[src/rtl/apuf_ctrl_pkg.sv]
// Shared definitions for the arbiter PUF sequencer: FSM encoding and
// counter-width helpers.
package apuf_ctrl_pkg;

    localparam logic [2:0] ST_IDLE    = 3'd0;
    localparam logic [2:0] ST_SETUP   = 3'd1;
    localparam logic [2:0] ST_LAUNCH  = 3'd2;
    localparam logic [2:0] ST_RELEASE = 3'd3;
    localparam logic [2:0] ST_DONE    = 3'd4;

    // Vote counter and ones counter must hold 0..VOTES.
    function automatic int vote_cnt_w(input int votes);
        return $clog2(votes + 1);
    endfunction

    // Settle timer must hold up to SETTLE_CYCLES+1 (the launch-high reload).
    function automatic int timer_w(input int settle);
        return $clog2(settle + 3);
    endfunction

endpackage

[src/rtl/sync_2ff.sv]
// Two-flop synchroniser for signals arriving asynchronously to clk,
// such as the arbiter response.
module sync_2ff #(
    parameter int WIDTH = 1
) (
    input  logic             clk,
    input  logic             rst,
    input  logic [WIDTH-1:0] d,
    output logic [WIDTH-1:0] q
);

    logic [WIDTH-1:0] meta_q;
    logic [WIDTH-1:0] sync_q;

    always_ff @(posedge clk) begin
        if (rst) begin
            meta_q <= '0;
            sync_q <= '0;
        end else begin
            meta_q <= d;
            sync_q <= meta_q;
        end
    end

    assign q = sync_q;

endmodule

[src/rtl/apuf_ctrl.sv]
// Arbiter PUF sequencer: applies a challenge, fires VOTES launch pulses,
// samples the synchronised response once per pulse and majority-votes it.
module apuf_ctrl
    import apuf_ctrl_pkg::*;
#(
    parameter int line_length   = 3,
    parameter int SETTLE_CYCLES = 4,
    parameter int VOTES         = 7
) (
    input  logic                         clk,
    input  logic                         rst,
    input  logic                         req_valid,
    output logic                         req_ready,
    input  logic [line_length-1:0]       req_challenge,
    output logic                         rsp_valid,
    input  logic                         rsp_ready,
    output logic                         rsp_bit,
    output logic                         rsp_stable,
    output logic [$clog2(VOTES+1)-1:0]   rsp_ones,
    output logic [line_length-1:0]       puf_challenge,
    output logic                         puf_launch,
    input  logic                         puf_response
);

    localparam int VW = vote_cnt_w(VOTES);
    localparam int TW = timer_w(SETTLE_CYCLES);
    localparam logic [TW-1:0] T_SETTLE = TW'(SETTLE_CYCLES - 1);
    localparam logic [TW-1:0] T_LAUNCH = TW'(SETTLE_CYCLES + 1);

    if (VOTES < 1 || (VOTES % 2) == 0) begin : g_bad_votes
        $error("apuf_ctrl: VOTES must be odd and >= 1");
    end
    if (SETTLE_CYCLES < 1) begin : g_bad_settle
        $error("apuf_ctrl: SETTLE_CYCLES must be >= 1");
    end

    logic                   resp_sync;
    logic [2:0]             state_q, state_d;
    logic [TW-1:0]          timer_q, timer_d;
    logic [VW-1:0]          votes_q, votes_d;
    logic [VW-1:0]          ones_q, ones_d;
    logic [line_length-1:0] chal_q, chal_d;
    logic                   launch_q, launch_d;
    logic                   req_ready_q, req_ready_d;
    logic                   rsp_valid_q, rsp_valid_d;
    logic                   rsp_bit_q, rsp_bit_d;
    logic                   rsp_stable_q, rsp_stable_d;

    sync_2ff #(.WIDTH(1)) u_resp_sync (
        .clk (clk),
        .rst (rst),
        .d   (puf_response),
        .q   (resp_sync)
    );

    always_comb begin
        state_d      = state_q;
        timer_d      = timer_q;
        votes_d      = votes_q;
        ones_d       = ones_q;
        chal_d       = chal_q;
        rsp_bit_d    = rsp_bit_q;
        rsp_stable_d = rsp_stable_q;
        case (state_q)
            ST_IDLE: begin
                if (req_valid && req_ready_q) begin
                    chal_d  = req_challenge;
                    votes_d = '0;
                    ones_d  = '0;
                    timer_d = T_SETTLE;
                    state_d = ST_SETUP;
                end
            end
            ST_SETUP: begin
                if (timer_q == '0) begin
                    timer_d = T_LAUNCH;
                    state_d = ST_LAUNCH;
                end else begin
                    timer_d = timer_q - TW'(1);
                end
            end
            ST_LAUNCH: begin
                // Final high cycle: the two-flop delay has just elapsed, so sample now.
                if (timer_q == '0) begin
                    ones_d  = ones_q + VW'(resp_sync);
                    votes_d = votes_q + VW'(1);
                    timer_d = T_SETTLE;
                    state_d = ST_RELEASE;
                end else begin
                    timer_d = timer_q - TW'(1);
                end
            end
            ST_RELEASE: begin
                if (timer_q != '0) begin
                    timer_d = timer_q - TW'(1);
                end else if (votes_q == VW'(VOTES)) begin
                    rsp_bit_d    = (ones_q > VW'(VOTES / 2));
                    rsp_stable_d = (ones_q == '0) || (ones_q == VW'(VOTES));
                    state_d      = ST_DONE;
                end else begin
                    timer_d = T_LAUNCH;
                    state_d = ST_LAUNCH;
                end
            end
            ST_DONE: begin
                if (rsp_ready) begin
                    state_d = ST_IDLE;
                end
            end
            default: begin
                state_d = ST_IDLE;
            end
        endcase
        // Outputs are registered from the next state so the launch line is glitch-free.
        launch_d    = (state_d == ST_LAUNCH);
        req_ready_d = (state_d == ST_IDLE);
        rsp_valid_d = (state_d == ST_DONE);
    end

    always_ff @(posedge clk) begin
        if (rst) begin
            state_q      <= ST_IDLE;
            timer_q      <= '0;
            votes_q      <= '0;
            ones_q       <= '0;
            chal_q       <= '0;
            launch_q     <= 1'b0;
            req_ready_q  <= 1'b1;
            rsp_valid_q  <= 1'b0;
            rsp_bit_q    <= 1'b0;
            rsp_stable_q <= 1'b0;
        end else begin
            state_q      <= state_d;
            timer_q      <= timer_d;
            votes_q      <= votes_d;
            ones_q       <= ones_d;
            chal_q       <= chal_d;
            launch_q     <= launch_d;
            req_ready_q  <= req_ready_d;
            rsp_valid_q  <= rsp_valid_d;
            rsp_bit_q    <= rsp_bit_d;
            rsp_stable_q <= rsp_stable_d;
        end
    end

    assign req_ready     = req_ready_q;
    assign rsp_valid     = rsp_valid_q;
    assign rsp_bit       = rsp_bit_q;
    assign rsp_stable    = rsp_stable_q;
    assign rsp_ones      = ones_q;
    assign puf_challenge = chal_q;
    assign puf_launch    = launch_q;

endmodule

[config.mk]
export PLATFORM = sky130hd
export DESIGN_NAME = apuf_ctrl
export DESIGN_NICKNAME = d
export VERILOG_FILES = /design/src/rtl/apuf_ctrl_pkg.sv /design/src/rtl/sync_2ff.sv /design/src/rtl/apuf_ctrl.sv
export SDC_FILE = /design/constraint.sdc
export NUM_CORES = 1
export LEC_CHECK = 0
export CORE_ASPECT_RATIO = 0.7
export CORE_MARGIN = 3
export CORE_UTILIZATION = 44
export DETAILED_ROUTE_END_ITERATION = 7
export PLACE_DENSITY = 0.83
export SYNTH_ARGS = -nofsm -noshare
export SYNTH_HDL_FRONTEND = slang
export SYNTH_SLANG_ARGS = --single-unit
[constraint.sdc]
create_clock -name clk -period 1.52 [get_ports clk]
set_input_delay 0.456 -clock clk [delete_from_list [all_inputs] [get_ports clk]]
set_output_delay 0.456 -clock clk [all_outputs]
set_load 0.03 [all_outputs]
**Word level (Yosys, flattened, before mapping)**

Index checks and enable logic that the tools add are counted.

- Input bits: 8
- Register bits after elaboration: 22
- Logic and storage cells: 59

- Reduce and logical (&&, ||, !) cells: 13
- Bitwise logic cells: 1
- Muxes and demuxes: 18
- Equal/unequal tests: 11
- Add/subtract/negate cells: 3
- Magnitude comparators: 1

Operator list:

| operator | count |
|---|---|
| $mux W3 | 14 |
| $pmux W3 S5 | 1 |
| $eq A3 B3 Y1 const B | 4 |
| $logic_not A3 Y1 | 4 |
| $pmux W3 S2 | 2 |
| $pmux W3 S4 | 1 |
| $eq A3 B2 Y1 const B | 3 |
| $reduce_and A3 Y1 | 3 |
| $ne A2 B2 Y1 const B | 2 |
| $reduce_bool A4 Y1 | 1 |
| $add A3 B1 Y3 | 1 |
| $add A3 B1 Y3 const B | 1 |
| $eq A3 B1 Y1 const B | 1 |
| $gt A3 B2 Y1 const B | 1 |
| $ne A3 B3 Y1 const B | 1 |
| $reduce_bool A3 Y1 | 1 |
| $sub A3 B1 Y3 const B | 1 |
| $reduce_and A2 Y1 | 1 |
| $reduce_bool A2 Y1 | 1 |
| $logic_and A1 B1 Y1 | 1 |
| $logic_or A1 B1 Y1 | 1 |
| $not A1 Y1 | 1 |

**Depth between registers and ports, before layout**

Gate-level depths: netlist (run 1).

- Depth in word-level cells: 5
- Mapped depth: 6
- Mapped depth without buffers: 6

**Cells and area by module**

From an unflattened synthesis (run 1), not the netlist that was laid out.

- Cell total of the unflattened synthesis: 100
- Area, all modules: 963.4 um^2

By module, submodules not included:

| module | times used | cells an instance | area each (um^2) | sequential area each (um^2) |
|---|---|---|---|---|
| apuf_ctrl | 1 | 96 | 910.9 | 400.4 |
| sync_2ff | 1 | 4 | 52.6 | 40.0 |

**Worst setup path before layout (run 1)**

Ideal clock, no wire load.

- Path kind: reg2reg
- Start point: reg votes_q[0]
- End point: reg timer_q[2]
- Arrival: 1.449 ns
- Path slack: -0.061 ns
- Cell stages (with the launch flop): 7
- Data required time: 1.388 ns
- Setup time: 0.132 ns
- Cell sequence: dfxtp_1 -> ha_1 -> ha_1 -> and2_1 -> a221o_2 -> o21ai_0 -> a21oi_1

- Longest elaborated chain between the ends: 3

Ends and longest elaborated chain:

| element | line | source |
|---|---|---|
| start, declared | apuf_ctrl.sv:40 | `logic [VW-1:0] votes_q, votes_d;` |
| start signal, assigned | apuf_ctrl.sv:135 | `votes_q <= votes_d;` |
| $eq A3 B3 Y1 | apuf_ctrl.sv:96 | `end else if (votes_q == VW'(VOTES)) begin` |
| $ne A3 B3 Y1 (no line) | -- |  |
| $reduce_and A3 Y1 (no line) | -- |  |
| end signal, assigned | apuf_ctrl.sv:134 | `timer_q <= timer_d;` |
| end, declared | apuf_ctrl.sv:39 | `logic [TW-1:0] timer_q, timer_d;` |

Every way passes these cells.
A chain may end at the register's enable or synchronous reset.

**Worst setup path in the final report (run 1)**

- Start point: reg votes_q[0]
- End point: reg timer_q[1]

Same word-level chain as after synthesis.

==> metrics, run 1 <==
status finished, violations left; failing checks setup timing; hold_sp u_resp_sync.meta_q; commonest cells after routing, fill and taps aside dfxtp_1 (19), buf_4 (18), nor2_1 (11), nand2_1 (11), a21oi_1 (9); Final HPWL DP ~1800 um; r2r setup slk -0.03 ns; first-pass GRT wire length a little under 4000 um; peak supply drop about 0.00048 V; IO Pins 19; Synth Instances 104; Yosys cell types 34; RSZ-0062 raised after global routing yes; Ys Warns 0; Post-Layout Inst Area approximately 1300 um2; Worst setup startpoint votes_q[0]; WL final 2500 um; sequential-to-total area share from yosys stat between 40% and 50%; total number of vias 909; worst min path class reg2reg; core area 1970 um2; die width 62.0 um; worst-path fanout max 3; DIE HEIGHT around 45 um; crit path DAT 1.80 ns; skew final 0.00214 ns; I/O Buffers 18; endpoints failing hold 0; dpl cell area roughly 1200 um2; CP startpoint kind flip-flop; WL/cell 15.1 um; Clock Latency Late Sink between 0.3 and 0.4 ns; largest net degree at the start of global routing 12; initial antenna violation count 0; worst r2r path cells 6; CTS H-tree depth 1; Via density approximately 5.5; critical path class reg2reg; GPL Wtd Cong between 0.8 and 0.9; non-filler cells, final 165; Max Cap Violations 0; Hold EP u_resp_sync.q; Root Buffer clkbuf_4; Reg clk slew, reported paths approximately 0.1 ns; R2R Path End timer_q[1]; layout cells sized above 1 33.3%; GRT Util Overall between 10% and 20%; die area 2800 um2; TritonCTS clock tree yes; # rows 13; fin crit share 102%; synthesized area around 960 um2; Worst setup EP type flip-flop; Filler cells between 100 and 150; Final nets 149; Final Setup Violations 1; R2R Path Start votes_q[0]; worst slack at placement -0.244 ns; CP required between 1.5 and 2 ns; Starting Density 49.0%; Hold Buf Count CTS 0; hold depth 1; Core Util, Final 67.5%; clock buffer count from CTS 3; Worst-Margin Slew between 0.5 and 0.6 ns; synth-to-layout area growth 37.7%; commonest non-fill, non-tap cell in the layout dfxtp_1; post-route ant nets 0; CTS Sinks 22; #FFs+latches synth 22; PwrDens slightly above 1000 nW/um2; Lkg Pwr ~0.00054 uW; Final Max Tran Viols 0; n_diodes 0; maximum buffer depth of the clock tree 2; DRC violation count after routing 0; DR pass1 iterations 4; DP Cell Count between 150 and 200; Rel. slew slack 65.8%; vias in the first global route approximately 900; fmax roughly 650 MHz; Iteration-0 DRC Markers 16; post-layout minimum cycle time 1.55 ns; gr ovfl total 0; Syn Area/Cell just over 9 um2; final setup slack of the worst path -0.0303 ns; post-synthesis net count approximately 120
synthesized netlist by cell type, drive strengths merged:
library cell	instances	area, um2
and2	1	6.26
and3b	1	8.76
nor3	2	10.0
a21o	2	15.0
dfxtp	22	440
a21oi	10	50.1
a221o	1	11.3
nor4b	2	47.6
a221oi	1	8.76
nand4	4	25.0
nand4b	1	8.76
a211oi	2	15.0
xor2	1	8.76
nor4	1	6.26
o31ai	1	7.51
nand2	12	45.0
nor2	11	41.3
o21ai	3	15.0
nand2b	1	6.26
nor2b	2	12.5
a311oi	1	8.76
a2111oi	1	8.76
a31oi	1	6.26
buf	2	12.5
clkbuf	4	15.0
mux2i	1	10.0
nor3b	1	18.8
inv	1	3.75
ha	4	50.1
or3	1	6.26
a22oi	1	7.51
o211ai	1	7.51
nand3	4	20.0
sequential cells by signal, indices dropped and copies added, names as in the netlist:
name / flops
puf_challenge: 3
rsp_ones: 3
state_q: 3
timer_q: 3
votes_q: 3
puf_launch: 1
req_ready: 1
rsp_bit: 1
rsp_stable: 1
rsp_valid: 1
u_resp_sync.meta_q: 1
u_resp_sync.q: 1
worst max-delay path by stage:
stage	to	slack, ns	cells past startpoint
floorplan	timer_q[2]	0.002	6
global placement	timer_q[2]	-0.19	5
detailed placement	rsp_ones[2]	-0.24	5
CTS	timer_q[1]	-0.06	6
global route	timer_q[1]	-0.05	6
finish	timer_q[1]	-0.03	6
power breakdown:
group / total [uW] / internal, uW / switching (uW)
clock network: 255 / 92.8 / 162
logic: 429 / 194 / 235
registers: 686 / 624 / 61.7
through the flow:
| step | hold slack (ns) | setup TNS (ns) | total power, uW |
|---|---|---|---|
| 3_3_place_gp | 0.422 | -1.93 | 1070 |
| 2_1_floorplan | 0.414 | 0 | 920 |
| 6_report | 0.455 | -0.0303 | 1370 |
| 5_1_grt | 0.475 | -0.165 | 1440 |
| 3_5_place_dp | 0.435 | -2.79 | 1090 |
| 4_1_cts | 0.462 | -0.0620 | 1350 |
cell type report:
| type | instances | area [um2] | share of cell area [%] |
|---|---|---|---|
| multi-input combinational | 75 | 556 | 41.8 |
| tap | 30 | 37.5 | 2.82 |
| clock buffer | 3 | 22.5 | 1.69 |
| inverter | 1 | 3.75 | 0.282 |
| timing repair buffer | 34 | 265 | 20.0 |
| sequential | 22 | 444 | 33.4 |
kinds of logic after synthesis:
logic type / after synthesis / synth area share, %
AOI/OAI and AO/OA: 25 / 16.7
adders and majority gates: 4 / 5.19
muxes: 1 / 1.04
buffers and inverters: 7 / 3.24
and+or+nand+nor: 44 / 27.2
xor gates and xnor gates: 1 / 0.908
DFF: 22 / 45.7
timing repair:
item                                   CTS  global route
resized for setup                       20            18
endpoints found under the hold margin    0             0
setup buffers                            2             2
pin swaps                                7             6
setup endpoints to repair               12            21
per-layer routing:
layer / share of wire (%) / vias to the layer above / GRT usage, %
li1: - / 443 / -
met1: 45 / 438 / 23.7
met2: 50 / 24 / 32.9
met3: 4.3 / 4 / 6.00
met4: 1.0 / 0 / 8.05
met5: 0 / - / 0
critical path: stages (launching register included):
cell and delay [ns]:
dfxtp_2 0.35, ha_4 0.16, ha_4 0.15, and2_4 0.15, a221o_2 0.38, a21o_1 0.17
a21oi_2 0.12
(Power assumes the default switching activity.)
==> run 2: changes to the inputs <==
--- a/config.mk
+++ b/config.mk
@@ -5,10 +5,12 @@
 export SDC_FILE = /design/constraint.sdc
 export NUM_CORES = 1
 export LEC_CHECK = 0
+export CAP_MARGIN = 25
 export CORE_ASPECT_RATIO = 0.7
 export CORE_MARGIN = 3
 export CORE_UTILIZATION = 44
 export DETAILED_ROUTE_END_ITERATION = 7
+export MAX_ROUTING_LAYER = met4
 export PLACE_DENSITY = 0.83
 export SYNTH_ARGS = -nofsm -noshare
 export SYNTH_HDL_FRONTEND = slang
==> metrics, run 2 (synthesized netlist as in run 1, its figures left out) <==
Top Layer Used met4; post-route ant nets 0; commonest cells after routing, fill and taps aside dfxtp_1 (19), buf_4 (18), nor2_1 (11), nand2_1 (11), a21oi_1 (9); core area 1970 um2; hold depth 1; WL/cell about 15 um; largest net degree at the start of global routing 12; DRC violation count after routing 0; DR pass1 iterations 4; R2R Path Start votes_q[0]; Max Cap Violations 0; first-pass GRT wire length approximately 4000 um; Filler cells about 140; CTS Sinks 22; commonest non-fill, non-tap cell in the layout dfxtp_1; Final HPWL DP about 1800 um; Hold EP u_resp_sync.q; worst-path cell chain ha_4 > ha_4 > and2_4 > a221o_2 > a21o_1 > a21oi_2; Reg clk slew, reported paths ~0.10 ns; metal3 WL ~110 um; Via density around 5.5; die area between 2000 and 3000 um2; WL final around 2500 um; worst r2r path cells 6; critical path class reg2reg; worst-path fanout max 3; clock buffer count from CTS 3; fmax between 600 and 700 MHz; met2 wire len 1250 um; Starting Density 49.0%; TritonCTS clock tree yes; met1 wire length between 1000 and 1500 um; die width roughly 62 um; # rows 13; r2r setup slk -0.03 ns; total number of vias 910; Final nets approximately 150; CTS H-tree depth 1; CP required 1.77 ns; IO Pins 19; failing checks setup timing; Rel. slew slack ~66%; fin crit share 102%; crit path DAT 1.80 ns; Critical Path Most Common Cell ha_4; Hold Buf Count CTS 0; Setup TNS Final -0.0331 ns; synth-to-layout area growth 37.7%; I/O Buffers 18; post-layout minimum cycle time around 1.6 ns; Final Setup Violations 1; Root Buffer clkbuf_4; Clock Latency Late Sink about 0.31 ns; PwrDens 1030 nW/um2; CP startpoint kind flip-flop; Worst-Margin Slew ~0.51 ns; status finished, violations left; hold_sp u_resp_sync.meta_q; n_diodes 0; R2R Path End timer_q[1]; worst min path class reg2reg; layout cells sized above 1 about a third; maximum buffer depth of the clock tree 2; peak supply drop 0.000483 V; gr ovfl total 0; Worst setup EP type flip-flop; GRT Util Overall roughly 20%; Lkg Pwr 0.000538 uW; CP max stage cell a221o_2; RSZ-0062 raised after global routing yes; Final Max Tran Viols 0; GPL Wtd Cong around 0.84; crit-path max cell delay a little under 0.4 ns; DIE HEIGHT ~45 um; overall power approximately 1400 uW; Iteration-0 DRC Markers 18; skew final 0.00215 ns; vias in the first global route roughly 900; final setup slack of the worst path -0.0331 ns; endpoints failing hold 0; initial antenna violation count 0
-- run 2: cell counts in the layout (fill, tap and decap cells not counted) --
Identical to the previous run, type by type.
-- run 2: worst max-delay path by stage --
stage	startpoint	end	slack (ns)	cells past startpoint
2_1_floorplan	votes_q[0]	timer_q[2]	0.002	6
3_3_place_gp	req_valid	timer_q[2]	-0.19	5
3_5_place_dp	req_valid	rsp_ones[2]	-0.24	5
4_1_cts	votes_q[0]	timer_q[1]	-0.06	6
5_1_grt	votes_q[1]	timer_q[1]	-0.05	6
6_report	votes_q[0]	timer_q[1]	-0.03	6
-- run 2: final cells by class --
class	count	area, um2	share of cell area [%]
Multi-Input combinational cell	75	556	41.8
Sequential cell	22	444	33.4
Tap cell	30	37.5	2.82
Timing Repair Buffer	34	265	20.0
Inverter	1	3.75	0.282
Clock buffer	3	22.5	1.69
-- run 2: worst max-delay path: cells and delay by family, from the launching register on --
family	cells	cell delay, ns
DFF	1	0.35
AOI/OAI and AO/OA	3	0.68
and+or+nand+nor	1	0.15
adders and majority gates	2	0.31
-- run 2: power by group --
group	switching [uW]	internal [uW]	leakage (uW)
clock	162	92.8	0.0000138
combinational	236	194	0.000344
sequential	61.7	624	0.000181
-- run 2: what timing repair did --
action,CTS,global route
resized for setup,20,18
pin swaps,7,6
buffers inserted,2,2
endpoints found under the setup margin,12,21
hold endpoints to repair,0,0
-- run 2: metrics by stage --
step	worst slack, ns	hold WS, ns	cell area, um2	utilization [%]	instances
CTS	-0.0578	0.462	1310	66.6	163
floorplan	0.00235	0.414	965	-	104
global placement	-0.186	0.422	1240	62.9	158
detailed placement	-0.244	0.435	1240	62.9	158
global route	-0.0495	0.475	1330	67.5	165
finish	-0.0331	0.455	1330	67.5	165
-- run 2: routing by layer --
metal  track usage [%]  vias up
li1                  -      443
met3              6.00        4
met4              8.05        0
met5                 -        -
met1              23.7      439
met2              32.9       24
==> run 3: changes to the inputs <==
--- a/config.mk
+++ b/config.mk
@@ -5,13 +5,14 @@
 export SDC_FILE = /design/constraint.sdc
 export NUM_CORES = 1
 export LEC_CHECK = 0
-export CAP_MARGIN = 25
+export CAP_MARGIN = 30
 export CORE_ASPECT_RATIO = 0.7
 export CORE_MARGIN = 3
 export CORE_UTILIZATION = 44
 export DETAILED_ROUTE_END_ITERATION = 7
 export MAX_ROUTING_LAYER = met4
 export PLACE_DENSITY = 0.83
+export SETUP_SLACK_MARGIN = 0.02
 export SYNTH_ARGS = -nofsm -noshare
 export SYNTH_HDL_FRONTEND = slang
 export SYNTH_SLANG_ARGS = --single-unit
==> metrics, run 3 (synthesized netlist as in run 1, its figures left out) <==
status finished, violations left; failing checks setup timing; DRC violation count after routing 0; Rel. slew slack about two thirds; Worst-Margin Slew 0.487 ns; worst min path class reg2reg; hold_sp puf_challenge[2]; commonest non-fill, non-tap cell in the layout dfxtp_1; Iteration-0 DRC Markers 76; Final HPWL DP between 1500 and 2000 um; Lkg Pwr 0.000529 uW; n_diodes 0; PwrDens 1160 nW/um2; DR pass1 iterations 4; Worst setup EP type flip-flop; Final Max Tran Viols 0; peak supply drop 0.000563 V; hold_ws 0.463 ns; Reg clk slew, reported paths 0.13 ns; Hold EP puf_challenge[2]; worst-path fanout max 3; fin crit share 104%; core area between 1500 and 2000 um2; R2R Path End timer_q[2]; critical path class reg2reg; first-pass GRT wire length approximately 4000 um; worst slack at placement -0.248 ns; IO Pins 19; skew final ~0.012 ns; Final nets ~150; Max Cap Violations 0; CP required 1.75 ns; die width between 60 and 70 um; R2R Path Start votes_q[1]; DIE HEIGHT 45.2 um; CTS H-tree depth 1; Clock Latency Late Sink approximately 0.32 ns; maximum buffer depth of the clock tree 2; layer carrying the most global-route usage met2; layout cells sized above 1 between 30% and 40%; CTS Sinks 22; crit path DAT 1.81 ns; die area about 2800 um2; WL/cell roughly 15 um; TritonCTS clock tree yes; I/O Buffers 18; gr ovfl total 0; hold depth 2; Final Setup Violations 4; clock buffer count from CTS 3; Core Util, Final roughly 70%; RSZ-0062 raised after global routing yes; synth-to-layout area growth 40.6%; met3 Usage GRT under 10%; GRT Util Overall about a fifth; commonest cells after routing, fill and taps aside dfxtp_1 (19), buf_4 (18), nand2_1 (12); GPL Wtd Cong between 0.8 and 0.9; met1 usage 28.1%; Starting Density about half; initial antenna violation count 0; GRT met2 Usage ~30%; final setup slack of the worst path -0.0630 ns; Root Buffer clkbuf_4; vias in the first global route a little over 800; total number of vias about 900; CP startpoint kind flip-flop; # rows 13; r2r setup slk -0.06 ns; WL final between 2000 and 2500 um; Via density roughly 5.4; worst r2r path cells 6; post-route ant nets 0; largest net degree at the start of global routing 14; fmax roughly 630 MHz; post-layout minimum cycle time between 1.5 and 2 ns; endpoints failing hold 0
run 3: how the worst max path moves through the flow:
stage                       to  cells past startpoint        from
floorplan           timer_q[1]                      6  votes_q[0]
global placement    puf_launch                      5   req_valid
detailed placement  puf_launch                      5   req_valid
CTS                 timer_q[2]                      6  votes_q[1]
global route        timer_q[1]                      6  votes_q[1]
finish              timer_q[2]                      6  votes_q[1]
run 3: timing repair:
item / CTS / global route
gates resized for setup: 24 / 12
setup buffers: 2 / 1
hold buffers: 0 / 0
pin swaps: 4 / 5
endpoints found under the setup margin: 13 / 19
run 3: report_power, final:
part | total, uW | internal [uW] | switching, uW | leakage, uW
clock | 451 | 267 | 184 | 0.0000279
combinational | 444 | 198 | 246 | 0.000320
sequential | 676 | 622 | 53.9 | 0.000181
total | 1570 | 1090 | 483 | 0.000529
run 3: area by class of cell:
cell class	instances	area [um2]
inverter	1	3.75
sequential	22	447
multi-input combinational	75	551
tap	30	37.5
clock inverter	1	30.0
clock buffer	3	22.5
fill	143	612
timing repair buffer	33	265
run 3: worst max-delay path, cell delays in order, from the launching register on:
cell	delay, ns
dfxtp_4	0.38
ha_4	0.17
ha_4	0.15
and2_4	0.16
a221o_2	0.39
o21ai_2	0.16
a21oi_2	0.08
run 3: through the flow:
step	setup TNS (ns)	std cells	area, um2	total power, uW
floorplan	0	104	967	921
global placement	-2.24	158	1240	1080
detailed placement	-2.77	158	1240	1100
CTS	-0.130	164	1350	1540
global route	-0.522	165	1360	1640
finish	-0.167	165	1360	1570
run 3: layer usage:
| metal | routed length (um) | part of all wire, % | vias up |
|---|---|---|---|
| met5 | 0 | 0 | - |
| met4 | 30 | 1.2 | 0 |
| met3 | 162 | 6.5 | 4 |
| met2 | 1160 | 47 | 37 |
| met1 | 1130 | 45 | 417 |
| li1 | - | - | 438 |
